### src/rtl/reg_writeback_queue_if.sv
// Bundle of the two producer handshakes, the drain hold and the register-file write port.
// Pure wiring, no latency of its own.
// Readies travel slave->master; the write port has no backpressure.
interface reg_writeback_queue_if #(
  parameter int DATA_W = 8
);
  logic              mem_valid;
  logic              mem_ready;
  logic [1:0]        mem_addr;
  logic [DATA_W-1:0] mem_data;
  logic              alu_valid;
  logic              alu_ready;
  logic [1:0]        alu_addr;
  logic [DATA_W-1:0] alu_data;
  logic              wb_hold;
  logic              rf_write_en;
  logic [1:0]        rf_write_addr;
  logic [DATA_W-1:0] rf_write_data;

  // Producers and the hold source drive the request side.
  modport master (
    output mem_valid, mem_addr, mem_data, alu_valid, alu_addr, alu_data, wb_hold,
    input  mem_ready, alu_ready, rf_write_en, rf_write_addr, rf_write_data
  );

  // The queue answers with readies and drives the write port.
  modport slave (
    input  mem_valid, mem_addr, mem_data, alu_valid, alu_addr, alu_data, wb_hold,
    output mem_ready, alu_ready, rf_write_en, rf_write_addr, rf_write_data
  );
endinterface

### src/rtl/reg_writeback_queue.sv
// In-order writeback FIFO merging load and ALU results onto one register-file write port, with a per-register pending scoreboard; optional WB_FORWARD_EN adds a youngest-match forward lookup.
// Latency: result accepted at edge N is on rf_write_* in cycle N+1 (empty FIFO, no hold); pending is registered, valid the cycle after accept.
// Backpressure: readies reflect free slots including this cycle's pop; load path has fixed priority, ALU needs a second slot when a load is offered.
module reg_writeback_queue #(
  parameter int DATA_W = 8,
  parameter int DEPTH  = 4
) (
  input  logic                     clk,
  input  logic                     reset,
  reg_writeback_queue_if.slave     wb,
  output logic [3:0]               pending,
  output logic [$clog2(DEPTH):0]   count
`ifdef WB_FORWARD_EN
  ,
  input  logic [1:0]               fwd_addr,
  output logic                     fwd_hit,
  output logic [DATA_W-1:0]        fwd_data
`endif
);

  localparam int AW = $clog2(DEPTH);
  localparam int CW = AW + 1;

  logic [1:0]        addr_q [DEPTH];
  logic [1:0]        addr_d [DEPTH];
  logic [DATA_W-1:0] data_q [DEPTH];
  logic [DATA_W-1:0] data_d [DEPTH];
  logic [AW-1:0]     wr_ptr_q, wr_ptr_d;
  logic [AW-1:0]     rd_ptr_q, rd_ptr_d;
  logic [CW-1:0]     count_q, count_d;
  logic [CW-1:0]     pcnt_q [4];
  logic [CW-1:0]     pcnt_d [4];
  logic [3:0]        pending_q, pending_d;

  logic              pop;
  logic              mem_acc;
  logic              alu_acc;
  logic [CW:0]       free;
  logic [AW-1:0]     alu_slot;
  logic [1:0]        head_addr;

  // Handshake decisions and the combinational write port taken straight from the head.
  always_comb begin
    pop        = !reset && (count_q != '0) && !wb.wb_hold;
    free       = (CW+1)'(DEPTH) - {1'b0, count_q} + {{CW{1'b0}}, pop};
    wb.mem_ready = !reset && (free != '0);
    wb.alu_ready = !reset && (free >= (wb.mem_valid ? (CW+1)'(2) : (CW+1)'(1)));
    mem_acc    = wb.mem_valid && wb.mem_ready;
    alu_acc    = wb.alu_valid && wb.alu_ready;
    head_addr  = addr_q[rd_ptr_q];
    wb.rf_write_en   = pop;
    wb.rf_write_addr = head_addr;
    wb.rf_write_data = data_q[rd_ptr_q];
  end

  // Next-state: load enqueued ahead of the ALU result since it is the older instruction.
  always_comb begin
    addr_d   = addr_q;
    data_d   = data_q;
    alu_slot = wr_ptr_q + AW'(mem_acc);
    if (mem_acc) begin
      addr_d[wr_ptr_q] = wb.mem_addr;
      data_d[wr_ptr_q] = wb.mem_data;
    end
    if (alu_acc) begin
      addr_d[alu_slot] = wb.alu_addr;
      data_d[alu_slot] = wb.alu_data;
    end
    wr_ptr_d = wr_ptr_q + AW'(mem_acc) + AW'(alu_acc);
    rd_ptr_d = rd_ptr_q + AW'(pop);
    count_d  = count_q + CW'(mem_acc) + CW'(alu_acc) - CW'(pop);
    for (int r = 0; r < 4; r++) begin
      pcnt_d[r] = pcnt_q[r]
                + CW'(mem_acc && (wb.mem_addr == 2'(r)))
                + CW'(alu_acc && (wb.alu_addr == 2'(r)))
                - CW'(pop && (head_addr == 2'(r)));
      pending_d[r] = (pcnt_d[r] != '0);
    end
  end

  // State registers; reset drops every queued entry without writing it.
  always_ff @(posedge clk) begin
    if (reset) begin
      for (int i = 0; i < DEPTH; i++) begin
        addr_q[i] <= '0;
        data_q[i] <= '0;
      end
      for (int r = 0; r < 4; r++) begin
        pcnt_q[r] <= '0;
      end
      wr_ptr_q  <= '0;
      rd_ptr_q  <= '0;
      count_q   <= '0;
      pending_q <= '0;
    end else begin
      assert (count_d <= CW'(DEPTH))
        else $error("writeback queue overflow: count_d=%0d", count_d);
      addr_q    <= addr_d;
      data_q    <= data_d;
      pcnt_q    <= pcnt_d;
      wr_ptr_q  <= wr_ptr_d;
      rd_ptr_q  <= rd_ptr_d;
      count_q   <= count_d;
      pending_q <= pending_d;
    end
  end

  assign pending = pending_q;
  assign count   = count_q;

`ifdef WB_FORWARD_EN
  logic [AW-1:0] fwd_idx;

  // Walk oldest to youngest so the last match left standing is the youngest queued entry.
  always_comb begin
    fwd_hit  = 1'b0;
    fwd_data = '0;
    fwd_idx  = rd_ptr_q;
    for (int i = 0; i < DEPTH; i++) begin
      fwd_idx = rd_ptr_q + AW'(i);
      if ((CW'(i) < count_q) && (addr_q[fwd_idx] == fwd_addr)) begin
        fwd_hit  = 1'b1;
        fwd_data = data_q[fwd_idx];
      end
    end
  end
`endif

endmodule

### src/flat_wrapper.sv
// flat-port wrapper written by rule: the top's interface ports become plain ports
module reg_writeback_queue_flat 
#(
  parameter int DATA_W = 8,
  parameter int DEPTH  = 4
)
  (clk, reset, pending, count, wb_mem_valid, wb_mem_addr, wb_mem_data, wb_alu_valid, wb_alu_addr, wb_alu_data, wb_wb_hold, wb_mem_ready, wb_alu_ready, wb_rf_write_en, wb_rf_write_addr, wb_rf_write_data);
  reg_writeback_queue_if #(.DATA_W(DATA_W)) wb_i ();
  input  logic clk;
  input  logic reset;
  output logic [3:0] pending;
  output logic [$clog2(DEPTH):0] count;
  input wire logic [$bits(wb_i.mem_valid)-1:0] wb_mem_valid;
  input wire logic [$bits(wb_i.mem_addr)-1:0] wb_mem_addr;
  input wire logic [$bits(wb_i.mem_data)-1:0] wb_mem_data;
  input wire logic [$bits(wb_i.alu_valid)-1:0] wb_alu_valid;
  input wire logic [$bits(wb_i.alu_addr)-1:0] wb_alu_addr;
  input wire logic [$bits(wb_i.alu_data)-1:0] wb_alu_data;
  input wire logic [$bits(wb_i.wb_hold)-1:0] wb_wb_hold;
  output wire logic [$bits(wb_i.mem_ready)-1:0] wb_mem_ready;
  output wire logic [$bits(wb_i.alu_ready)-1:0] wb_alu_ready;
  output wire logic [$bits(wb_i.rf_write_en)-1:0] wb_rf_write_en;
  output wire logic [$bits(wb_i.rf_write_addr)-1:0] wb_rf_write_addr;
  output wire logic [$bits(wb_i.rf_write_data)-1:0] wb_rf_write_data;
  assign wb_i.mem_valid = wb_mem_valid;
  assign wb_i.mem_addr = wb_mem_addr;
  assign wb_i.mem_data = wb_mem_data;
  assign wb_i.alu_valid = wb_alu_valid;
  assign wb_i.alu_addr = wb_alu_addr;
  assign wb_i.alu_data = wb_alu_data;
  assign wb_i.wb_hold = wb_wb_hold;
  assign wb_mem_ready = wb_i.mem_ready;
  assign wb_alu_ready = wb_i.alu_ready;
  assign wb_rf_write_en = wb_i.rf_write_en;
  assign wb_rf_write_addr = wb_i.rf_write_addr;
  assign wb_rf_write_data = wb_i.rf_write_data;
  reg_writeback_queue #(.DATA_W(DATA_W), .DEPTH(DEPTH)) u_core (.clk(clk), .reset(reset), .wb(wb_i), .pending(pending), .count(count));
endmodule
### config.mk
export PLATFORM = sky130hd
export DESIGN_NAME = reg_writeback_queue_flat
export DESIGN_NICKNAME = d
export VERILOG_FILES = /design/src/rtl/reg_writeback_queue_if.sv /design/src/rtl/reg_writeback_queue.sv /design/src/flat_wrapper.sv
export SDC_FILE = /design/constraint.sdc
export NUM_CORES = 1
export LEC_CHECK = 0
export ABC_AREA = 0
export BUFFER_PORTS_ARGS = -buffer_cell sky130_fd_sc_hd__buf_2
export CORE_UTILIZATION = 40
export DETAILED_ROUTE_END_ITERATION = 8
export PLACE_DENSITY = 0.66
export SYNTH_ARGS = -nofsm -noshare
export SYNTH_HDL_FRONTEND = slang
export SYNTH_SLANG_ARGS = --single-unit
### constraint.sdc
create_clock -name clk -period 4.9 [get_ports clk]
set_input_delay 0.245 -clock clk [delete_from_list [all_inputs] [get_ports clk]]
set_output_delay 0.245 -clock clk [all_outputs]
set_load 0.03 [all_outputs]
==> flow_summary.ini, run 1 <==
[run_status]
outcome = complete, no violations

[grt]
grt_max_degree = 74
grt_pass1_wl_mm = 14.43
grt_pass1_vias = 2770
grt_usage = 0.1956
overflow = 0
antenna_found_initial = 0

[setup_path]
slowest_stage = nor4b_2
max_stage_delay_ns = 0.64
cp-end-kind = flop
required_ns = 5.15
crit_chain = nor3_1 -> or3_1 -> ha_1 -> inv_1 -> ha_1 -> nor4b_2 -> a211oi_2 -> ha_1 -> xor2_1 -> nand2_1 -> or2_2 -> a211oi_1
cpMostUsedCell = ha_1
critPathKind = reg -> reg
path_max_fanout = 11
worstPathArrival_ns = 4.36
r2r_start = u_core.count[2]
setup.worst_path.start_class = flop
critPathLaunch = u_core.count[2]
rrSetupSlack_ns = 0.79

[yosys]
synth_top_area_frac = 0.3505
yosys_warnings = 0
synth_edf_count = 0
ys_seq_elements = 63
avgSynthCellArea_um2 = 10.17
synth_flop_cell = dfxtp_1
async_flop_share = 0
seq_area_frac_synth = 0.3505
synth_cell_type_count = 37
synthTopCellsByArea = dfxtp_1 35%, mux2i_1 11%, a211oi_1 6.9%
synthesis.nets = 402
synth.largest_area_cell = dfxtp_1
syn_inst = 354
netlist_area_um2 = 3598

[clock_tree]
cts.sinks = 63
clockBufferDepth = 2
root_buffer = clkbuf_8
clock_latency_ns = 0.35
clkTransAtPathRegs_ns = 0.07
hold_buffers = 0
cts_buffers = 9
cts_resized = 0
cts_tree = done
cts_max_level = 3
cts_setup_buffers = 0

[placed_design]
dpl_worst_slack_ns = 0.8098
place.gp.congestion = 0.7891
dp_cells = 485
dpl_cell_area_um2 = 3887
post-dp-hpwl_mm = 5.590
portBuffers = 44

[final_layout]
final_cell_mix = 63 x dfxtp_1, 44 x buf_2, 42 x nor3_1
drive_above_1_share = 0.2443
layoutNonFillerInstCount = 501
final_common_cell = dfxtp_1
nets = 436
syn_to_final_growth_pct = 13.98
num_antenna_cells = 0
fin_area_um2 = 4101

[power]
p_total_w = 0.002094
internal-power_w = 0.001273
combPwrFrac = 0.422
power.density_nw_per_um2 = 510.7
switching_share = 0.3924
p_switching_w = 0.0008219
clockPowerShare = 0.236
ir_drop_v = 0.0001934
p_seq_frac = 0.342
p_leak_nw = 1.525

[timing]
drv_slew = 0
fin_crit_sh = 0.8392
period_needed_ns = 4.112
skew_ns = 0.009985
fin_tns_setup_ns = 0
finalSetupViolations = 0
worst_slew_pin_slew_ns = 0.8039
finalHoldViolCount = 0
fmax_mhz = 243.2
fin_ws_ns = 0.7879
rsz0062_at_grt = false
timing.slew.headroom = 0.4641

[route]
wl_per_cell_um = 17.17
drc_errors = 0
drtIter0Drc = 115
postRouteAntennaNets = 0
via_per_inst = 5.483
firstDrtPassIters = 4
drt_wl_total_mm = 8.602
vias = 2747

[die]
pin_count = 45
rows = 34
die_area_um2 = 9379
die_x_um = 96.85
die_y_um = 96.85
initial_core_util = 0.4126
core_area_um2 = 8721

[min_path]
hp-start = wb_mem_data[5]
hp-class = in -> reg

[run]
maxCapViolCount = 0
## power groups by stage
| stage | Sequential (W) | Combinational (W) | Clock (W) |
|---|---|---|---|
| 5_1_grt | 0.000732 | 0.000973 | 0.000531 |
| 4_1_cts | 0.000716 | 0.000888 | 0.000506 |
| 6_report | 0.000716 | 0.000884 | 0.000495 |
| 3_3_place_gp | 0.000724 | 0.000870 | 0 |
| 3_5_place_dp | 0.000727 | 0.000883 | 0 |
| 2_1_floorplan | 0.000740 | 0.000660 | 0 |
## through the flow
stage	hold WS, ns	util
after floorplan	0.4811	-
after global placement	0.4971	0.4458
after detailed placement	0.5044	0.4458
after CTS	0.2704	0.4703
after global routing	0.2816	0.4703
final	0.2887	0.4703
## worst max-delay path: cells and delay by family, from the launching register on
family / cells / cell delay (ns)
AND/OR/NAND/NOR: 5 / 2.04
AO/OA/AOI/OAI: 2 / 0.43
XOR/XNOR: 1 / 0.27
adder cells (fa/ha/maj): 3 / 0.77
buffers and inverters: 1 / 0.06
flip-flops: 1 / 0.43
## synthesized netlist by cell type, drive strengths merged, types with 8 or more instances
| cell | instances |
|---|---|
| a211oi | 45 |
| buf | 15 |
| clkbuf | 12 |
| dfxtp | 63 |
| fa | 10 |
| ha | 13 |
| inv | 24 |
| mux2i | 40 |
| mux4 | 10 |
| nand2 | 8 |
| nor2 | 17 |
| nor2b | 10 |
| nor3 | 42 |
| xnor2 | 12 |
## registers in the layout, summed over array words and instances (netlist names)
| signal | count |
|---|---|
| u_core.addr_q | 8 |
| u_core.pcnt_q | 12 |
| u_core.data_q | 32 |
| u_core.rd_ptr_q | 2 |
| u_core.wr_ptr_q | 2 |
| u_core.pending | 4 |
| u_core.count | 3 |
## final timing paths
kind	cells after the start	end
max	12	u_core.data_q[7]
min	3	u_core.data_q[5]
max reg2reg	12	u_core.data_q[7]
min reg2reg	2	u_core.pcnt_q[2]
## logic make-up (layout without fill, tap and decap cells)
kind of cell | Yosys count | in the layout | synth area share
compound gates | 51 | 51 | 0.1252
xor+xnor | 13 | 13 | 0.03164
fa+ha+maj | 23 | 23 | 0.1008
buf+inv | 51 | 90 | 0.06015
flops | 63 | 63 | 0.3505
mux | 50 | 50 | 0.1739
simple gates | 103 | 103 | 0.1579
## layout make-up
cell class                      count  area (µm²)
Timing Repair Buffer               50       265.3
Clock buffer                       11       131.4
Tap cell                          108       135.1
Fill cell                         780        4619
Multi-Input combinational cell    240        2136
Inverter                           24       90.09
Sequential cell                    63        1261
Clock inverter                      5       82.58
## layer usage
layer,up-vias,part of all wire,track usage,routed length [µm]
met2,66,0.49,0.3104,4183
met5,-,0,0,0
met4,0,0.011,0.06200,91
met1,1326,0.46,0.2614,3947
met3,6,0.044,0.04841,380
li1,1349,-,-,-
No activity file was read; power rests on OpenSTA's default activity.
==> inputs of run 2 (changes only) <==
--- a/config.mk
+++ b/config.mk
@@ -9,7 +9,7 @@
 export BUFFER_PORTS_ARGS = -buffer_cell sky130_fd_sc_hd__buf_2
 export CORE_UTILIZATION = 40
 export DETAILED_ROUTE_END_ITERATION = 8
-export PLACE_DENSITY = 0.66
+export PLACE_DENSITY = 0.68
 export SYNTH_ARGS = -nofsm -noshare
 export SYNTH_HDL_FRONTEND = slang
 export SYNTH_SLANG_ARGS = --single-unit
==> constraint.sdc (replaced) <==
create_clock -name clk -period 3.4 [get_ports clk]
set_input_delay 0.17 -clock clk [delete_from_list [all_inputs] [get_ports clk]]
set_output_delay 0.17 -clock clk [all_outputs]
set_load 0.03 [all_outputs]
==> flow_summary.ini, run 2 (same netlist as run 1, synthesis figures left out) <==
[setup_path]
worstPathArrival_ns = 3.60
critPathKind = reg -> reg
r2r_start = u_core.count[1]
cp-end-kind = flop
critPathLaunch = u_core.count[1]
required_ns = 3.60
setup.worst_path.start_class = flop
path_max_fanout = 4

[placed_design]
dpl_cell_area_um2 = 4135
dpl_worst_slack_ns = -0.08277
portBuffers = 44
post-dp-hpwl_mm = 5.900
place.gp.congestion = 0.8116

[timing]
drv_slew = 0
fmax_mhz = 293.6
fin_ws_ns = -0.005777
fin_tns_setup_ns = -0.005777
worst_slew_pin_slew_ns = 0.8207
finalSetupViolations = 1
fin_crit_sh = 1.002
rsz0062_at_grt = true
timing.slew.headroom = 0.4529
finalHoldViolCount = 0
skew_ns = 0.007012
period_needed_ns = 3.406

[route]
postRouteAntennaNets = 0
via_per_inst = 5.540
drc_errors = 0
met2_length_mm = 4.540
drt_wl_total_mm = 9.084
firstDrtPassIters = 4
vias = 2892
drtIter0Drc = 166
topRoutingLayerUsed = met4
wl_per_cell_um = 17.40
wl_met3_um = 438
met1Wirelength_mm = 3.919

[grt]
grt_max_degree = 73
overflow = 0
grt_pass1_vias = 2949
grt_usage = 0.2024
antenna_found_initial = 0
grt_pass1_wl_mm = 14.99

[min_path]
hp-start = wb_mem_data[1]
hp-class = in -> reg

[final_layout]
nets = 457
reg.largest.list = u_core.data_q: 32 flops, u_core.pcnt_q: 12 flops, u_core.addr_q: 8 flops
fin_area_um2 = 4482
final_common_cell = dfxtp_1
num_antenna_cells = 0
largest_reg_flops = 32
drive_above_1_share = 0.3671
final_cell_mix = 60 x dfxtp_1, 44 x buf_2, 41 x nor3_1
syn_to_final_growth_pct = 24.55
regMostFlops = u_core.data_q

[die]
die_x_um = 96.85
initial_core_util = 0.4126
core_area_um2 = 8721
die_area_um2 = 9379
pin_count = 45
rows = 34
die_y_um = 96.85

[clock_tree]
root_buffer = clkbuf_8
cts.sinks = 63
clkTransAtPathRegs_ns = 0.07
clockBufferDepth = 2
cts_max_level = 3
cts_tree = done
cts_buffers = 9
clock_latency_ns = 0.35

[power]
power.density_nw_per_um2 = 750.7
ir_drop_v = 0.0002243
p_leak_nw = 1.684

[run]
maxCapViolCount = 0

[run_status]
outcome = finished, violations left
violations = setup timing
==> run 2: critical path, cell delays in order (launching register included) <==
cell	delay, ns
dfxtp_4	0.35
nor3_2	0.04
or3_4	0.38
ha_4	0.17
inv_2	0.05
ha_4	0.22
ha_4	0.28
a221oi_4	0.07
nor3b_4	0.28
inv_2	0.10
or3_4	0.34
fa_2	0.34
inv_2	0.06
fa_1	0.40
inv_1	0.09
a31oi_1	0.08
==> run 2: worst paths after layout <==
kind / end / cells after the start / slack, ns
worst min-delay path: u_core.data_q[17] / 3 / 0.20
worst min register to register: u_core.pcnt_q[2] / 2 / 0.53
worst max-delay path: u_core.pending[0] / 15 / -0.006
worst max register to register: u_core.pending[0] / 15 / -0.006
==> run 2: what timing repair did <==
item / in CTS / in global routing
setup endpoints to repair: 3 / 18
pin swaps: 8 / 22
setup buffers: 2 / 3
resized for setup: 2 / 14
hold buffers: 0 / 0
==> run 2: layout make-up <==
type                            instances  area, µm²
Fill cell                             743       4239
Multi-Input combinational cell        240       2323
Sequential cell                        63       1272
Timing Repair Buffer                   71      422.9
Tap cell                              108      135.1
Clock buffer                           11      131.4
Clock inverter                          5      106.4
Inverter                               24      90.09
==> run 2: per-stage QoR <==
step | util | total power [W] | instances | hold slack [ns]
after global placement | 0.4742 | 0.002466 | 501 | 0.4849
final | 0.5139 | 0.003365 | 522 | 0.2011
after floorplan | - | 0.002125 | 354 | 0.4154
after detailed placement | 0.4742 | 0.002507 | 501 | 0.5060
after global routing | 0.5139 | 0.003563 | 522 | 0.2125
after CTS | 0.5037 | 0.003311 | 519 | 0.1993
==> run 2: layer usage <==
metal	up-vias	GRT usage
met3	18	0.04769
met1	1418	0.2513
met2	68	0.3413
met4	0	0.07348
met5	-	0
li1	1388	-
==> run 2: power by group <==
part	internal [W]	leakage [nW]	total, W	switching, W
Sequential	0.000922	0.516	0.00102	0.0000972
Clock	0.000489	0.114	0.000797	0.000308
Combinational	0.000676	1.06	0.00155	0.000873
Total	0.00209	1.68	0.00336	0.00128
